`config.mk`:
```
export PLATFORM = sky130hd
export DESIGN_NAME = fetch_decode_reg
export DESIGN_NICKNAME = d
export VERILOG_FILES = /design/src/rtl/cpu_pkg.sv /design/src/rtl/fetch_decode_reg.sv
export SDC_FILE = /design/constraint.sdc
export NUM_CORES = 1
export LEC_CHECK = 0
export CORE_MARGIN = 10
export CORE_UTILIZATION = 50
export CTS_BUF_LIST = sky130_fd_sc_hd__clkbuf_8
export CTS_CLUSTER_DIAMETER = 120
export DETAILED_ROUTE_END_ITERATION = 10
export PLACE_DENSITY = 0.91
export SLEW_MARGIN = 5
export SYNTH_ARGS = -nofsm -noshare
export SYNTH_HDL_FRONTEND = slang
export SYNTH_SLANG_ARGS = --single-unit
export TNS_END_PERCENT = 10
```
`constraint.sdc`:
```
create_clock -name clk -period 2.5 [get_ports clk]
set_input_delay 0.5 -clock clk [delete_from_list [all_inputs] [get_ports clk]]
set_output_delay 0.5 -clock clk [all_outputs]
set_load 0.01 [all_outputs]
```
`src/rtl/cpu_pkg.sv`:
```
// Shared CPU definitions for the fetch/decode boundary.
// Instruction format constants, FSM state encoding and word classification.
package cpu_pkg;

    localparam int INSTR_W = 16;
    localparam int PC_W    = 32;

    localparam logic [2:0]  TWO_WORD_PREFIX = 3'b110;
    localparam logic [15:0] NOP_WORD        = 16'h0000;

    typedef enum logic [0:0] {
        S_WORD = 1'b0,
        S_IMM  = 1'b1
    } fd_state_t;

    function automatic logic is_two_word(input logic [15:0] word);
        return word[15:13] == TWO_WORD_PREFIX;
    endfunction

endpackage

```
`src/rtl/fetch_decode_reg.sv`:
```
// IF/ID pipeline register that assembles one- and two-word instructions.
// The immediate word of a two-word instruction is always treated as data.
module fetch_decode_reg
    import cpu_pkg::*;
#(
    parameter int INSTR_W = cpu_pkg::INSTR_W,
    parameter int PC_W    = cpu_pkg::PC_W
) (
    input  logic               clk,
    input  logic               reset,
    input  logic [INSTR_W-1:0] instruction,
    input  logic [PC_W-1:0]    pc_plus_one,
    input  logic               in_valid,
    input  logic               stall,
    input  logic               flush,
    output logic [INSTR_W-1:0] id_instruction,
    output logic [INSTR_W-1:0] id_immediate,
    output logic [PC_W-1:0]    id_pc_plus_one,
    output logic               id_valid,
    output logic               imm_pending
);

    fd_state_t          state;
    logic [INSTR_W-1:0] held_word;
    logic               two_word;

    assign two_word    = is_two_word(instruction[15:0]);
    assign imm_pending = (state == S_IMM);

    always_ff @(posedge clk) begin
        if (reset || flush) begin
            state          <= S_WORD;
            held_word      <= '0;
            id_instruction <= INSTR_W'(NOP_WORD);
            id_immediate   <= '0;
            id_pc_plus_one <= '0;
            id_valid       <= 1'b0;
        end else if (!stall) begin
            // Default to a bubble; the cases below overwrite on completion.
            id_instruction <= INSTR_W'(NOP_WORD);
            id_immediate   <= '0;
            id_pc_plus_one <= '0;
            id_valid       <= 1'b0;
            unique case (1'b1)
                (state == S_WORD) && in_valid && !two_word: begin
                    id_instruction <= instruction;
                    id_pc_plus_one <= pc_plus_one;
                    id_valid       <= 1'b1;
                end
                (state == S_WORD) && in_valid && two_word: begin
                    held_word <= instruction;
                    state     <= S_IMM;
                end
                (state == S_IMM) && in_valid: begin
                    id_instruction <= held_word;
                    id_immediate   <= instruction;
                    id_pc_plus_one <= pc_plus_one;
                    id_valid       <= 1'b1;
                    held_word      <= '0;
                    state          <= S_WORD;
                end
                default: begin
                end
            endcase
        end
    end

endmodule
```
# ---- Yosys cells after proc, flatten, opt, wreduce, memory -nomap -nowiden
# Index checks and enable logic that the tools add are counted.
dict set report word_totals {
  register_bits 82
  in_bits 53
  output_inout_bits 66
  elab_cells 24
}
dict set report classes {
  n_eq_ne 1
  n_mux 6
  bitwise 2
  n_reduce_logical 9
}
# operator n
set op_table {}
lappend op_table {{16-bit case mux with 2 select lines} 2}
lappend op_table {{32-bit 2-to-1 mux} 1}
lappend op_table {{16-bit 2-to-1 mux} 1}
lappend op_table {{1-bit logical AND} 4}
lappend op_table {{3-bit equality test, second input constant} 1}
lappend op_table {{1-bit inverter} 2}
lappend op_table {{1-bit case mux with 2 select lines} 1}
lappend op_table {{2-bit AND reduction} 1}
lappend op_table {{2-bit nonzero test} 1}
lappend op_table {{2-bit OR reduction} 1}
lappend op_table {{1-bit zero test} 1}
lappend op_table {{1-bit logical OR} 1}
lappend op_table {{1-bit 2-to-1 mux} 1}

# ---- Logic depth before layout (Yosys ltp)
dict set report logic_depth {
  depth_word 5
  ltp_mapped 6
  ltp_nobuf 3
}

# ---- Worst setup path before layout
# No wires, ideal clock.
dict set report synth_timing {
  path_kind {input to register}
  from {input port instruction[13]}
  to {register id_pc_plus_one[10]}
  setup_ps 128
  arrival_time_ps 1182
  path_slack_ps 1191
  stages 5
  path_buffers 2
  path_cell_list {nand4bb_1 buf_2 buf_2 a32oi_1 nor2_1}
}
dict set report synth_via {
  elab_chain_len 5
}
# element line_no
set synth_rtl {}
lappend synth_rtl {{start, declared} fetch_decode_reg.sv:11} ;# input logic [INSTR_W-1:0] instruction,
lappend synth_rtl {{3-bit equality test} cpu_pkg.sv:17} ;# return word[15:13] == TWO_WORD_PREFIX;
lappend synth_rtl {{1-bit zero test} fetch_decode_reg.sv:45} ;# (state == S_WORD) && in_valid && !two_word: begin
lappend synth_rtl {{1-bit logical AND} fetch_decode_reg.sv:45}
lappend synth_rtl {{2-bit OR reduction (no source line)} -}
lappend synth_rtl {{32-bit 2-to-1 mux} fetch_decode_reg.sv:44} ;# unique case (1'b1)
lappend synth_rtl {{end signal, assigned} fetch_decode_reg.sv:47} ;# id_pc_plus_one <= pc_plus_one;
lappend synth_rtl {{end signal, assigned} fetch_decode_reg.sv:57} ;# id_pc_plus_one <= pc_plus_one;
lappend synth_rtl {{end, declared} fetch_decode_reg.sv:18} ;# output logic [PC_W-1:0] id_pc_plus_one,
# Every way passes these cells.
# A chain may end at the register's enable or synchronous reset.

# ---- Final worst setup path
dict set report layout_timing {
  from {register state (netlist: imm_pending)}
  to {output port imm_pending}
}
# element line_no
set layout_rtl {}
lappend layout_rtl {{start, declared} fetch_decode_reg.sv:23} ;# fd_state_t state;
lappend layout_rtl {{start signal, assigned} fetch_decode_reg.sv:32} ;# state <= S_WORD;
lappend layout_rtl {{start signal, assigned} fetch_decode_reg.sv:52} ;# state <= S_IMM;
lappend layout_rtl {{start signal, assigned} fetch_decode_reg.sv:60} ;# state <= S_WORD;
lappend layout_rtl {{end, declared} fetch_decode_reg.sv:20} ;# output logic imm_pending
# No word-level cell between the ends.

==> flow_summary_export.csv <==
group,metric,value,unit
setup_path,worstSetupPathType,"reg -> out",
synthesis,synth-seq-cells,82,
sta,relSlewSlack,62.8,%
setup_path,path_cells,"clkdlybuf4s50_1",
synthesis,ys_types,25,
synthesis,synth_ff_type,"dfxtp_1",
clock_network,clk_path_buf_depth,2,
clock_network,cts_max_level,3,
sta,fmax,466,MHz
grt,grt_pass1_vias,2978,
power,power_density,552,nW/µm²
synthesis,synth_nets,392,
route,drtAntennaViolNets,0,
setup_path,crit_fanout,19,
route,wl_met2,5.12,mm
route,via_per_inst,5.98,
die,dieHeight,102,µm
sta,slew_viol_final,0,
route,drtPass1Iterations,6,
finish,final_cells,520,
flow_run,max_cap_violations,0,
setup_path,slowest_delay,0.67,ns
route,vias,3110,
power,p_comb_share,10.4,%
finish,insertedDiodeCount,0,
power,ir_drop,0.301,mV
clock_network,cts.clk_slew.worst_paths,0.07,ns
synthesis,yosysWarnings,0,
route,wl_met3,636,µm
sta,finalCriticalPeriod,2.14,ns
route,met1_length,3.95,mm
power,clockPowerShare,38.0,%
finish,drive_gt1_share,9.71,%
sta,min_period_over_period,85.8,%
synthesis,synth_area,3330,µm²
die,pin_count,119,
clock_network,clkSinkCount,82,
min_path,hp-class,"reg -> reg",
power,pwr-share-seq,51.6,%
sta,setup_tns,0,ns
sta,clock_skew,0.00839,ns
route,wl,9.85,mm
synthesis,synth-edff-count,0,
route,drc_errors,0,
die,dieArea,10300,µm²
setup_path,critPathTopFamily,"buffers and inverters",
die,start_util,51.8,%
placement,place_congestion,0.735,
power,p_sw_share,22.8,%
placement,hpwl,6.85,mm
synthesis,synthTopCellsByArea,"dfxtp_1 49%, a32oi_1 8.4%, nand4b_1 7.4%, nor2_1 5.8%, a22oi_1 4.7%",
die,num_rows,29,
power,p_leak,0.00149,µW
sta,hold_viol,0,
finish,fillCellCount,456,
power,intPower,1990,µW
synthesis,synth.largest_area_cell,"dfxtp_1",
synthesis,async_reset_ff_share,0,%
placement,io_buffers,118,
status,status,"finished clean",
sta,rsz0062_at_grt,"false",
finish,nets,492,
grt,grt_pass1_wl,15.4,mm
route,top_layer,"met4",
clock_network,cts_setup_buffers,0,
synthesis,postSynthAreaPerCell,9.81,µm²
clock_network,ctsResizeCount,0,
setup_path,end_kind,"output port",
synthesis,ys_seq_area_share,49.4,%
clock_network,cts_root_buffer,"clkbuf_8",
placement,placed_cells,505,
setup_path,critical_path_required,2.00,ns
synthesis,synthCells,339,
clock_network,cts_tree,"yes",
setup_path,crit_slowest_cell,"clkdlybuf4s50_1",
grt,grt_util_all_layers,18.4,%
grt,antenna_found_initial,0,
route,drtIter0Drc,176,
setup_path,critPathLaunchType,"flop",
grt,overflow,0,
synthesis,yosysTopAreaCellShare,49.4,%
sta,setup_viol,0,
setup_path,worstPathBufferInverterCount,1,
power,switchingPower,588,µW
die,core_area,6420,µm²
clock_network,cts_buffers,9,
clock_network,insertion_delay,0.34,ns
finish,syn_to_final_growth,40.6,%
route,wl_per_cell,18.9,µm
die,die_w,102,µm
sta,tightest_slew,0.558,ns
setup_path,critPathArrivalTime,1.64,ns
grt,grt_max_degree,58,
clock_network,ctsHoldBuffers,0,
[worst paths after layout]
path | startpoint | end | slack [ns] | cells after the start
min | id_pc_plus_one[31] | id_pc_plus_one[31] | 0.48 | 2
max reg2reg | imm_pending | id_pc_plus_one[5] | 0.95 | 4
min reg2reg | id_pc_plus_one[31] | id_pc_plus_one[31] | 0.48 | 2
max | imm_pending | imm_pending | 0.36 | 1
[metrics by stage]
step / total power (µW) / instance area, µm² / setup slack [ns] / hold WS [ns] / utilization (%)
after floorplan: 1480 / 3330 / 1.19 / 0.447 / -
after global placement: 1620 / 4470 / 0.524 / 0.459 / 69.6
after detailed placement: 1630 / 4470 / 0.475 / 0.462 / 69.6
after CTS: 2600 / 4680 / 0.344 / 0.483 / 72.8
after global routing: 2670 / 4680 / 0.227 / 0.504 / 72.8
final: 2580 / 4680 / 0.356 / 0.480 / 72.8
[worst reg2reg max path, stage by stage (launching register included)]
cell       delay (ns)
dfxtp_1          0.64
nand4bb_1        0.20
buf_4            0.33
a32oi_1          0.17
nor2_1           0.13
[final cells by class]
cell class | instances | area (µm²) | share of cell area, %
clock inverter | 3 | 38.8 | 0.830
clock buffer | 12 | 165 | 3.53
multi-input combinational | 215 | 1450 | 31.0
timing repair buffer | 131 | 1290 | 27.5
sequential | 82 | 1640 | 35.1
tap | 77 | 96.3 | 2.06
[placed cells by master (no fill, tap or decap), drive strengths merged, types with 2 or more instances in the layout]
master           n
clkdlybuf4s50  117
dfxtp           82
nor2            51
a22oi           33
a32oi           32
nand4b          28
a21oi           18
nand2           14
nand3b          14
buf             14
a31oi           13
clkbuf          12
and3b            2
nor3             2
[layer usage]
layer | vias up | GRT usage, %
li1 | 1470 | -
met4 | 0 | 7.04
met1 | 1536 | 21.1
met3 | 14 | 5.04
met5 | - | 0
met2 | 90 | 31.7
[power groups by stage]
stage                     combinational [µW]  clock (µW)  sequential, µW
final                                    270         980            1330
after global routing                     289        1040            1330
after floorplan                          114           0            1370
after CTS                                269         996            1330
after detailed placement                 268           0            1360
after global placement                   263           0            1360
[synthesized netlist by cell type (all sizes together), types with 2 or more instances]
cell and count:
a32oi 32, a31oi 13, nor2 51, a22oi 33, a21oi 18, nand3b 14, nand4b 28, clkbuf 12
dfxtp 82, nor3 2, buf 30, and3b 2, nand2 14
[cells by family after synthesis]
family / after synthesis / share of synthesized area, %
AO/OA/AOI/OAI: 97 / 23.0
buffers and inverters: 42 / 7.34
flip-flops: 82 / 49.4
multiplexers: 1 / 0.339
AND/OR/NAND/NOR: 117 / 20.0
[state kept, by name, indices dropped and copies added (netlist names)]
| signal | flops |
|---|---|
| id_instruction | 16 |
| id_valid | 1 |
| id_pc_plus_one | 32 |
| held_word | 16 |
| imm_pending | 1 |
| id_immediate | 16 |
Note: power is estimated with default switching activity, not from simulation.
